### config.mk
export PLATFORM = sky130hd
export DESIGN_NAME = operand_mux_pipe
export DESIGN_NICKNAME = d
export VERILOG_FILES = /design/src/rtl/operand_mux_pkg.sv /design/src/rtl/operand_mux_pipe_word_select.sv /design/src/rtl/operand_mux_pipe.sv
export SDC_FILE = /design/constraint.sdc
export NUM_CORES = 1
export LEC_CHECK = 0
export ABC_CLOCK_PERIOD_IN_PS = 1950
export BUFFER_PORTS_ARGS = -buffer_cell sky130_fd_sc_hd__buf_2
export CORE_AREA = 2 2 122 124
export CTS_CLUSTER_DIAMETER = 100
export DETAILED_ROUTE_END_ITERATION = 6
export DIE_AREA = 0 0 124 126
export GPL_TIMING_DRIVEN = 0
export PLACE_DENSITY = 0.7
export REMOVE_ABC_BUFFERS = 1
export SYNTH_ARGS = -nofsm -noshare
export SYNTH_HDL_FRONTEND = slang
export SYNTH_SLANG_ARGS = --single-unit
### constraint.sdc
create_clock -name clk -period 1.95 [get_ports clk]
set_input_delay 0.195 -clock clk [delete_from_list [all_inputs] [get_ports clk]]
set_output_delay 0.195 -clock clk [all_outputs]
set_load 0.01 [all_outputs]
### src/rtl/operand_mux_pkg.sv
// ----------------------------------------------------------------------------
// operand_mux_pkg
// Shared definitions for the registered ALU operand selector:
//   - mux_state_t     : occupancy of the two-entry output buffer
//   - MUX_NUM_IN_MAX  : largest supported number of word inputs
//   - REG..PC         : datapath source indices used on the select code
// ----------------------------------------------------------------------------
package operand_mux_pkg;

    // Occupancy of the main/skid register pair.
    typedef enum logic [1:0] {
        EMPTY = 2'd0,  // nothing held
        ONE   = 2'd1,  // main register valid
        FULL  = 2'd2   // main and skid registers valid
    } mux_state_t;

    localparam int MUX_NUM_IN_MAX = 16;

    // Operand source indices as wired in the MIPS datapath.
    localparam int REG     = 0;
    localparam int IMM     = 1;
    localparam int SHAMT   = 2;
    localparam int CONST16 = 3;
    localparam int CONST2  = 4;
    localparam int PC      = 5;

endpackage : operand_mux_pkg

### src/rtl/operand_mux_pipe_word_select.sv
// ----------------------------------------------------------------------------
// word_select
// Purely combinational index-to-word picker. Returns slice `select` of the
// flattened input bus, or all zeros when `select` is not below NUM_IN.
//
// Ports:
//   select        in  SEL_W         input index
//   data_in       in  NUM_IN*WIDTH  flattened words, word k at [k*WIDTH +: WIDTH]
//   word          out WIDTH         selected word (zero when out of range)
//   out_of_range  out 1             select >= NUM_IN
// ----------------------------------------------------------------------------
module word_select
    import operand_mux_pkg::*;
#(
    parameter int NUM_IN = 8,
    parameter int WIDTH  = 32,
    parameter int SEL_W  = $clog2(NUM_IN)
) (
    input  logic [SEL_W-1:0]        select,
    input  logic [NUM_IN*WIDTH-1:0] data_in,
    output logic [WIDTH-1:0]        word,
    output logic                    out_of_range
);

    // One extra bit so NUM_IN itself is representable (e.g. 8 with SEL_W = 3).
    assign out_of_range = ({1'b0, select} >= (SEL_W + 1)'(NUM_IN));

    // NOTE: every output of an always_comb gets a default before any branch,
    // otherwise an unmatched select would infer a latch.
    always_comb begin
        word = '0;
        for (int k = 0; k < NUM_IN; k++) begin
            if (select == SEL_W'(k)) begin
                word = data_in[k*WIDTH +: WIDTH];
            end
        end
    end

endmodule : word_select

### src/rtl/operand_mux_pipe.sv
// ----------------------------------------------------------------------------
// operand_mux_pipe
// Registered N-way operand selector for one ALU operand. Picks data_in slice
// `select` on accept and holds it in a two-entry (main + skid) buffer behind a
// valid/ready handshake, so downstream stalls never drop or repeat a word.
// in_ready is decoded from the state register only; it never depends
// combinationally on out_ready.
//
// Optional feature macro: OPERAND_MUX_SEL_ERR_EN adds the sticky sel_err port.
//
// Ports:
//   clk        in  1             rising-edge clock
//   reset_n    in  1             asynchronous active-low reset
//   flush      in  1             synchronous clear of all buffered words
//   in_valid   in  1             select/data presented this cycle
//   in_ready   out 1             block can accept this cycle
//   select     in  SEL_W         input index
//   data_in    in  NUM_IN*WIDTH  flattened inputs, word k at [k*WIDTH +: WIDTH]
//   out_valid  out 1             word holds a selected operand
//   out_ready  in  1             consumer accepts word
//   word       out WIDTH         selected operand (main register)
//   sel_err    out 1             sticky out-of-range flag (macro only)
// ----------------------------------------------------------------------------
module operand_mux_pipe
    import operand_mux_pkg::*;
#(
    parameter int NUM_IN = 8,
    parameter int WIDTH  = 32,
    parameter int SEL_W  = $clog2(NUM_IN)
) (
    input  logic                    clk,
    input  logic                    reset_n,
    input  logic                    flush,
    input  logic                    in_valid,
    output logic                    in_ready,
    input  logic [SEL_W-1:0]        select,
    input  logic [NUM_IN*WIDTH-1:0] data_in,
    output logic                    out_valid,
    input  logic                    out_ready,
    output logic [WIDTH-1:0]        word
`ifdef OPERAND_MUX_SEL_ERR_EN
    ,
    output logic                    sel_err
`endif
);

    mux_state_t       state;
    logic [WIDTH-1:0] main_q;
    logic [WIDTH-1:0] skid_q;
    logic [WIDTH-1:0] sel_word;
    logic             sel_oor;
    logic             accept;
    logic             consume;

    word_select #(
        .NUM_IN (NUM_IN),
        .WIDTH  (WIDTH),
        .SEL_W  (SEL_W)
    ) u_word_select (
        .select       (select),
        .data_in      (data_in),
        .word         (sel_word),
        .out_of_range (sel_oor)
    );

    // Both handshake outputs are pure decodes of the state register.
    assign in_ready  = (state != FULL);
    assign out_valid = (state != EMPTY);
    assign accept    = in_valid && in_ready;
    assign consume   = out_valid && out_ready;
    assign word      = main_q;

    // NOTE: sequential state uses non-blocking assignments so every register
    // samples pre-edge values, independent of statement order. The data
    // registers are reset too, since word and the skid contents are required
    // to read zero out of reset.
    always_ff @(posedge clk or negedge reset_n) begin
        if (!reset_n) begin
            state  <= EMPTY;
            main_q <= '0;
            skid_q <= '0;
        end else if (flush) begin
            // Dropping the valid state is enough; main_q keeps its value so
            // word only ever changes on a real main-register load.
            state <= EMPTY;
        end else begin
            unique case (state)
                EMPTY: begin
                    if (accept) begin
                        main_q <= sel_word;
                        state  <= ONE;
                    end
                end
                ONE: begin
                    if (accept && consume) begin
                        main_q <= sel_word;
                    end else if (accept) begin
                        skid_q <= sel_word;
                        state  <= FULL;
                    end else if (consume) begin
                        state <= EMPTY;
                    end
                end
                FULL: begin
                    // in_ready is low here, so only a consume can happen.
                    if (consume) begin
                        main_q <= skid_q;
                        state  <= ONE;
                    end
                end
                default: state <= EMPTY;
            endcase
        end
    end

`ifdef OPERAND_MUX_SEL_ERR_EN
    // Sticky until reset; flush deliberately leaves it alone.
    always_ff @(posedge clk or negedge reset_n) begin
        if (!reset_n) begin
            sel_err <= 1'b0;
        end else if (accept && sel_oor) begin
            sel_err <= 1'b1;
        end
    end
`endif

endmodule : operand_mux_pipe

Yosys cells after proc, flatten, opt, wreduce, memory -nomap -nowiden

Cells that the tools add are included.

Equal/unequal tests: 17
Muxes and demuxes: 19
Bitwise logic cells: 2
Reductions and logical operators: 10

Operators with widths:

| cell                                                            | number |
|---|---|
| 32-bit 2-to-1 mux                                               | 11 |
| 32-bit one-hot mux with 3 select lines                          | 1 |
| 3-bit == test, second input constant                            | 4 |
| 2-bit 2-to-1 mux                                                | 6 |
| 3-bit != test, second input constant                            | 3 |
| 2-bit != test, second input constant                            | 4 |
| 4-bit AND reduction                                             | 2 |
| 3-bit by 2-bit == test with 1-bit output, second input constant | 2 |
| 2-bit one-hot mux with 3 select lines                           | 1 |
| 5-bit AND reduction                                             | 1 |
| 4-bit != test, second input constant                            | 1 |
| 3-bit by 1-bit == test with 1-bit output, second input constant | 1 |
| 1-bit logical AND                                               | 3 |
| 3-bit logical NOT                                               | 1 |
| 3-bit nonzero test                                              | 1 |
| 2-bit by 1-bit == test with 1-bit output, second input constant | 1 |
| 2-bit == test, second input constant                            | 1 |
| 2-bit logical NOT                                               | 1 |
| 1-bit inverter                                                  | 2 |
| 2-bit nonzero test                                              | 1 |

Bits in registers: 66
Input bits: 264
Output and inout port bits: 34
Word-level logic and storage cells: 51

Depth between registers and ports, before layout

Gate-level depths: netlist of the first run.

Depth in word-level cells: 11
Gate-level depth with buffers: 9
Gate-level depth less buffers: 5

Cells and area by module

Synthesis of the first run repeated with hierarchy kept, for this count alone.

Cell total of the unflattened synthesis: 568
Area total of the unflattened synthesis: 5,646.7 um2

By module, submodules not included:

| module           | instances | cells an instance | area each (um2) | seq. area each (um2) |
|---|---|---|---|---|
| operand_mux_pipe | 1         | 188               | 3,009.1         | 1,651.6 |
| word_select      | 1         | 380               | 2,637.5         | 0.0 |

Least setup slack after synthesis of the first run

No wires, ideal clock.

Kind: flip-flop to flip-flop
Start point: reg state[1]
End point: reg skid_q[17]
Library setup time: 0.136 ns
Arrival: 1.435 ns
Required time: 1.814 ns
Setup slack: 0.379 ns
Cell stages (with the launch flop): 7
Path buffers: 2
Period minus slack after synthesis: 1.571 ns
Cell sequence: dfrtp_1 > nand3b_1 > or3_1 > clkbuf_1 > buf_2 > nand2_1 > o21ai_0

Word-level cells in the longest chain between the ends: 5
Elaborated cells on any way between the ends: 8
Those cells by class: 2 x eq/ne; 1 x bitwise; 5 x reduce/logical

RTL lines:

| what                                                       | line                                           | RTL |
|---|---|---|
| from (decl)                                                | operand_mux_pipe.sv:47                         | `mux_state_t state;` |
| from (signal assigned)                                     | operand_mux_pipe.sv:79                         | `state <= EMPTY;` |
| from (signal assigned)                                     | operand_mux_pipe.sv:85                         | `state <= EMPTY;` |
| from (signal assigned)                                     | operand_mux_pipe.sv:91                         | `state <= ONE;` |
| 2-bit != test / 2-bit nonzero test (equally long branches) | operand_mux_pipe.sv:67, operand_mux_pipe.sv:68 |  |
| 1-bit logical AND (on tied branches)                       | operand_mux_pipe.sv:69, operand_mux_pipe.sv:70 |  |
| 1-bit logical AND                                          | operand_mux_pipe.sv:95                         | `if (accept && consume) begin` |
| 1-bit inverter (no source line)                            | --                                             |  |
| 4-bit AND reduction (no source line) (*)                   | --                                             |  |
| to (signal assigned)                                       | operand_mux_pipe.sv:98                         | `skid_q <= sel_word;` |
| to (decl)                                                  | operand_mux_pipe.sv:49                         | `logic [WIDTH-1:0] skid_q;` |

Mark *: on every way between the ends. The rest lies on a longest branch, timed or not.
A chain may end at the register's enable or synchronous reset.

Worst setup path in the final report of the first run

Start point: reg state[1]
End point: reg skid_q[19]

Same word-level chain as after synthesis.

==> results of run 1 <==
==> how the worst max path moves through the flow <==
| stage | startpoint | slack [ns] | to | depth (start not counted) |
|---|---|---|---|---|
| after CTS | select[2] | 0.03 | word[29] | 6 |
| after global placement | select[0] | -3.11 | word[29] | 5 |
| after global routing | state[1] | 0.002 | skid_q[19] | 5 |
| final | state[1] | 0.11 | skid_q[19] | 5 |
| after floorplan | state[0] | -0.80 | word[28] | 4 |
| after detailed placement | state[0] | -0.82 | word[28] | 4 |
==> metal layers <==
layer | GRT usage, % | vias to the layer above | part of all wire (%)
met5 | 0 | - | 0
met4 | 4.43 | 0 | 0.83
met3 | 4.44 | 12 | 6.3
met2 | 39.3 | 188 | 49
met1 | 30.4 | 2824 | 43
li1 | - | 2917 | -
==> logic make-up after synthesis <==
| group | Yosys count | share of synthesized area, % |
|---|---|---|
| buffers and inverters | 65 | 6.01 |
| AND/OR/NAND/NOR | 144 | 13.1 |
| multiplexers | 93 | 20.3 |
| flip-flops | 66 | 30.4 |
| AO/OA/AOI/OAI | 251 | 30.2 |
==> layout make-up <==
type / instances / area [um2] / share of cell area, %
clock inverter: 3 / 15.0 / 0.202
tap: 184 / 230 / 3.10
sequential: 66 / 1650 / 22.2
inverter: 4 / 18.8 / 0.252
clock buffer: 13 / 250 / 3.36
multi-input combinational: 490 / 3540 / 47.6
timing repair inverter: 1 / 7.51 / 0.101
timing repair buffer: 314 / 1730 / 23.2
==> stage by stage <==
stage	TNS [ns]	hold WS (ns)	instances	setup slack [ns]
after global placement	-177.01	0.443	1039	-3.11
after global routing	0	0.0692	1075	0.00210
after detailed placement	-39.94	0.367	1043	-0.820
after floorplan	-24.30	-0.101	558	-0.802
final	0	-0.0131	1075	0.113
after CTS	0	0.0212	1075	0.0273
==> power breakdown <==
part | total, W | switching (W) | internal, W
clock network | 0.00147 | 0.000579 | 0.000890
logic | 0.00164 | 0.000850 | 0.000791
registers | 0.00189 | 0.000177 | 0.00172
total | 0.00500 | 0.00161 | 0.00340
==> sequential cells by signal (all words and copies together) (netlist names) <==
name and count:
skid_q 32, state 2, word 32
==> repair_timing <==
item	4_1_cts	5_1_grt
resized for setup	11	3
endpoints found under the setup margin	56	22
pin swaps	1	0
gates cloned	3	0
endpoints found under the hold margin	0	0
buffers inserted	13	0
==> cell usage in the layout (no fill, tap or decap), drive strengths merged, types with 4 or more instances in the layout <==
cell      n
nor2     20
clkbuf   13
nand2    62
nor3      7
o21a      6
a32o      6
a221o    18
o21ai    67
dfrtp    66
mux4     12
nor3b     7
a21oi    63
nand2b   12
nand3b   17
a211oi   35
nand3     5
o211ai   21
a31oi     7
and3      4
mux2i    64
o31ai    14
buf     314
nor2b     6
mux2     17
==> flow_summary.ini, run 1 <==
[power]
power.leakage_nw = 3.50
powerDensity_mw_per_mm2 = 673
irDropWorstVdd_uv = 392
report.power.total_w = 0.00500

[yosys]
netlist_instances = 619
synth_top_flop_cell = sky130_fd_sc_hd__dfrtp_1
synthArstFlopShare_pct = 100
dominant_cell_by_count_in_the_synthesized_netlist = sky130_fd_sc_hd__dfrtp_1
post_synth_most_frequent_cells = sky130_fd_sc_hd__dfrtp_1, sky130_fd_sc_hd__mux2i_1, sky130_fd_sc_hd__a21oi_1
syn_area_mm2 = 0.00543
synth.lib_cells_used.distinct = 42
yosysWarnings = 0
yosys.area.top_type = sky130_fd_sc_hd__dfrtp_1
ys_ff_latch = 66
synth_largest_type_area_fraction_pct = 30.4
synth_seq_area_share_pct = 30.4
synth_top_cells_by_area = sky130_fd_sc_hd__dfrtp_1, sky130_fd_sc_hd__mux2i_1, sky130_fd_sc_hd__a21oi_1
post_synth.cell_area_avg_um2 = 8.78
count_of_flip_flops_with_a_built_in_enable_after_synthesis = 0

[clock_network]
clock_latency_ns = 0.32
cts_root_buf = sky130_fd_sc_hd__clkbuf_16
cts_tree = done
clock_tree.buffer_depth = 2
post_cts_hold_buffer_count = 0
numCtsBuffers = 9
cts.sinks = 66
htree_levels = 3
path_clk_slew_ns = 0.05

[status]
outcome = complete, but fails checks
violations_in_the_final_reports = hold timing

[timing]
timing.final.crit_share_pct = 94.2
tightest_slew_ns = 1.01
final_skew_ns = 0.00552
hold_ws_ns = -0.0131
shortest_clock_period_the_worst_path_allows_after_layout_ns = 1.84
finalMaxSlewViolations = 0
fmax_ghz = 0.544
final_hold_viol_count = 5
unrepaired_setup_endpoints_after_global_routing = no
maxSlewHeadroom_pct = 32.3
report.final.setup_viol = 0

[global_routing]
grt_start_max_net_pins = 86
grt.overflow.total = 0
grt_pass1_vias = 5679
antenna_found_initial = 1
first_pass_grt_wire_length_mm = 28.6
grt.total_usage_pct = 23.0

[floorplanning]
floorplan.die.width_um = 124
initial_core_util_pct = 38.0
floorplan.die_area_mm2 = 0.0156
core_region_area_mm2 = 0.0143
top_level_ports = 298
num_rows = 44
die-height_um = 126

[placement]
routability_driven_placement_congestion_ratio = 0.770
detailed_place.area_mm2 = 0.00696
port_buffers = 297
detailedPlacementHpwl_mm = 12.3

[critical_path]
crit-reg2reg-capture = skid_q[19]
regToRegSetupSlack_ns = 0.11
slowest_delay_ns = 0.51
cp_data_required_time_ns = 2.22
worst_r2r_path_depth = 5
crit_fanout = 30
worstPathArrival_ns = 2.10
cp-end-kind = flop
worstPathCellList = nand3b_1 -> or3_4 -> buf_16 -> a211oi_1 -> a21o_1
cp.buffers_inverters = 1
critical-path-slowest-cell = sky130_fd_sc_hd__or3_4
timing.rr.start = state[1]
critPathTopFamily = simple AND/OR/NAND/NOR gates
timing.critical_path.from_type = flop
worst-setup-path-type = reg -> reg

[layout]
final_nets = 1150
fillCellCount = 1443
drive_above_1_share_pct = 41.6
finish.utilization_pct = 52.0
layout.cell_area.non_filler_mm2 = 0.00744
antenna-diode-count = 0
area_growth_pct = 36.9

[route]
post_drt_via_cell_ratio = 5.53
post_drt_wl_per_cell_um = 16.9
drtPass1Iterations = 4
drc = 0
detail-route-antenna-nets = 0
drt-initial-drc-count = 269
total_number_of_vias = 5941
total_wire_length_after_detailed_routing_mm = 18.2

[worst_hold_path]
hold_path_class = in -> async

[run]
max_cap_viol_count = 0
Power figures use the tool's default switching activity.
==> run 2: changes to the inputs <==
--- a/config.mk
+++ b/config.mk
@@ -5,14 +5,15 @@
 export SDC_FILE = /design/constraint.sdc
 export NUM_CORES = 1
 export LEC_CHECK = 0
+export ABC_AREA = 1
 export ABC_CLOCK_PERIOD_IN_PS = 1950
 export BUFFER_PORTS_ARGS = -buffer_cell sky130_fd_sc_hd__buf_2
-export CORE_AREA = 2 2 122 124
-export CTS_CLUSTER_DIAMETER = 100
+export CORE_AREA = 2 2 121 123
+export CTS_CLUSTER_DIAMETER = 50
 export DETAILED_ROUTE_END_ITERATION = 6
-export DIE_AREA = 0 0 124 126
+export DIE_AREA = 0 0 123 125
 export GPL_TIMING_DRIVEN = 0
-export PLACE_DENSITY = 0.7
+export PLACE_DENSITY = 0.71
 export REMOVE_ABC_BUFFERS = 1
 export SYNTH_ARGS = -nofsm -noshare
 export SYNTH_HDL_FRONTEND = slang
==> run 2 against run 1 <==
  * The run still ends with hold timing left
  * Core utilization up 0.69 points
  * Worst hold slack worse by 0.011 ns
  * Clock skew up 0.0016 ns
  * Combinational power about the same
  * Synthesized area about the same
  * Via count up 16%
  * First-iteration DRC count up 36%
  * Sequential cell count unchanged
  * Synthesized cell count up 50%
==> flow_summary.ini, run 2 <==
[status]
outcome = complete, but fails checks
violations_in_the_final_reports = hold timing

[timing]
report.final.setup_viol = 0
tightest_slew_ns = 0.970
fmax_ghz = 0.548
unrepaired_setup_endpoints_after_global_routing = no
timing.final.crit_share_pct = 93.5
shortest_clock_period_the_worst_path_allows_after_layout_ns = 1.82
maxSlewHeadroom_pct = 35.2
hold_ws_ns = -0.0238
final_skew_ns = 0.00707
finalMaxSlewViolations = 0
final_hold_viol_count = 27

[route]
post_drt_wl_per_cell_um = 15.1
total_number_of_vias = 6900
post_drt_via_cell_ratio = 4.99
drtPass1Iterations = 6
drt-initial-drc-count = 367
detail-route-antenna-nets = 0
total_wire_length_after_detailed_routing_mm = 20.9
drc = 0

[yosys]
synth_top_flop_cell = sky130_fd_sc_hd__dfrtp_1
netlist_instances = 929
synth_top_cells_by_area = sky130_fd_sc_hd__dfrtp_1, sky130_fd_sc_hd__nand2_1, sky130_fd_sc_hd__nand4_1
complex_gate_fraction_of_the_synthesized_area_pct = 7.26
synth_largest_type_area_fraction_pct = 30.4
synthArstFlopShare_pct = 100
post_synth_mux_area_share_pct = 0
syn_area_mm2 = 0.00543
combinational_family_with_the_most_area_after_synthesis = simple AND/OR/NAND/NOR gates
dominant_cell_by_count_in_the_synthesized_netlist = sky130_fd_sc_hd__nand2_1
synth.lib_cells_used.distinct = 28
yosysWarnings = 0
post_synth.cell_area_avg_um2 = 5.85
count_of_flip_flops_with_a_built_in_enable_after_synthesis = 0
post_synth_most_frequent_cells = sky130_fd_sc_hd__nand2_1, sky130_fd_sc_hd__inv_1, sky130_fd_sc_hd__nor2_1
ys_ff_latch = 66
synth_simple_gate_area_share_pct = 49.1
synth_seq_area_share_pct = 30.4
yosys.area.top_type = sky130_fd_sc_hd__dfrtp_1
synth_xor_area_share_pct = 0
synth_fa_ha_area_share_pct = 0

[critical_path]
crit_fanout = 38
cp-end-kind = flop
worst-setup-path-type = in -> reg
timing.critical_path.from_type = primary input
worstPathArrival_ns = 2.09
timing.rr.start = state[0]
crit-reg2reg-capture = word[9]
cp_data_required_time_ns = 2.22
regToRegSetupSlack_ns = 0.16
worst_r2r_path_depth = 8

[power]
report.power.total_w = 0.00512
irDropWorstVdd_uv = 323
power.leakage_nw = 4.38
powerDensity_mw_per_mm2 = 684

[global_routing]
antenna_found_initial = 0
grt_start_max_net_pins = 73
grt.total_usage_pct = 25.6
first_pass_grt_wire_length_mm = 30.6
grt.overflow.total = 0
grt_pass1_vias = 6178

[clock_network]
numCtsBuffers = 9
post_cts_hold_buffer_count = 0
path_clk_slew_ns = 0.06
cts_tree = done
clock_latency_ns = 0.33
cts_root_buf = sky130_fd_sc_hd__clkbuf_16
clock_tree.buffer_depth = 2
cts.sinks = 66
htree_levels = 3

[floorplanning]
floorplan.die.width_um = 123
die-height_um = 125
top_level_ports = 298
initial_core_util_pct = 38.2
floorplan.die_area_mm2 = 0.0154
core_region_area_mm2 = 0.0142
num_rows = 44

[placement]
detailedPlacementHpwl_mm = 13.4
port_buffers = 297
routability_driven_placement_congestion_ratio = 0.827
place.detailed.instances = 1357

[worst_hold_path]
hold_path_class = in -> async

[run]
max_cap_viol_count = 0

[layout]
final_nets = 1459
final_cell_mix = sky130_fd_sc_hd__nand2_1, sky130_fd_sc_hd__buf_2, sky130_fd_sc_hd__nor2_1, sky130_fd_sc_hd__inv_1
antenna-diode-count = 0
layout.cells.most_common = sky130_fd_sc_hd__nand2_1
drive_above_1_share_pct = 29.0
finalNonFillerCells = 1384
area_growth_pct = 37.7
==> run 2: worst max path at each step <==
stage / start / endpoint
finish: select[0] / word[28]
global route: state[0] / skid_q[12]
CTS: select[1] / word[22]
detailed placement: select[2] / word[22]
global placement: select[2] / word[22]
floorplan: select[2] / skid_q[17]
==> run 2: timing repair <==
item,CTS,global route
gates resized for setup,14,7
endpoints found under the setup margin,65,64
setup buffers,3,3
gates cloned,3,2
pin swaps,0,3
==> run 2: final cells by class <==
class	count	area, um2
repair buffers	308	1690
repair inverters	2	15.0
fillers	1529	6730
well taps	184	230
inverters	113	458
flip-flops and latches	66	1650
clock inverters	2	10.0
multi-input cells	695	3150
clock buffers	14	274
==> run 2: kinds of logic (layout without fill, tap and decap cells) <==
| logic type | count (synthesis) | count (layout) |
|---|---|---|
| AO/OA/AOI/OAI | 76 | 76 |
| flip-flops | 66 | 66 |
| AND/OR/NAND/NOR | 616 | 619 |
| buffers and inverters | 171 | 439 |
==> run 2: per-layer routing <==
layer  wire length (um)  global-route usage [%]
met5                  0                       0
met1               8960                    31.6
met2               9980                    44.8
met4                370                    7.95
met3               1600                    4.47
==> run 2: through the flow <==
step	util [%]	cell area (um2)	setup TNS (ns)	setup WS [ns]
2_1_floorplan	-	5140	-15.04	-0.278
3_3_place_gp	48.2	6850	-104.79	-1.78
3_5_place_dp	49.2	6990	-68.84	-1.22
4_1_cts	52.1	7390	0	0.0121
5_1_grt	52.7	7480	0	0.00579
6_report	52.7	7480	0	0.126
==> run 2: critical path, stage by stage <==
cell and delay [ns]:
sky130_fd_sc_hd__buf_6 0.34, sky130_fd_sc_hd__inv_4 0.17, sky130_fd_sc_hd__nor3_4 0.63, sky130_fd_sc_hd__buf_16 0.25, sky130_fd_sc_hd__a21oi_1 0.08, sky130_fd_sc_hd__nand4_1 0.12
sky130_fd_sc_hd__nand2_1 0.09, sky130_fd_sc_hd__nand2_1 0.07, sky130_fd_sc_hd__nand2_1 0.06, sky130_fd_sc_hd__nand2_1 0.05
==> run 2: report_power, final <==
| part | internal (W) | switching, W |
|---|---|---|
| Combinational | 0.000688 | 0.000975 |
| Sequential | 0.00175 | 0.000165 |
| Clock | 0.000961 | 0.000573 |
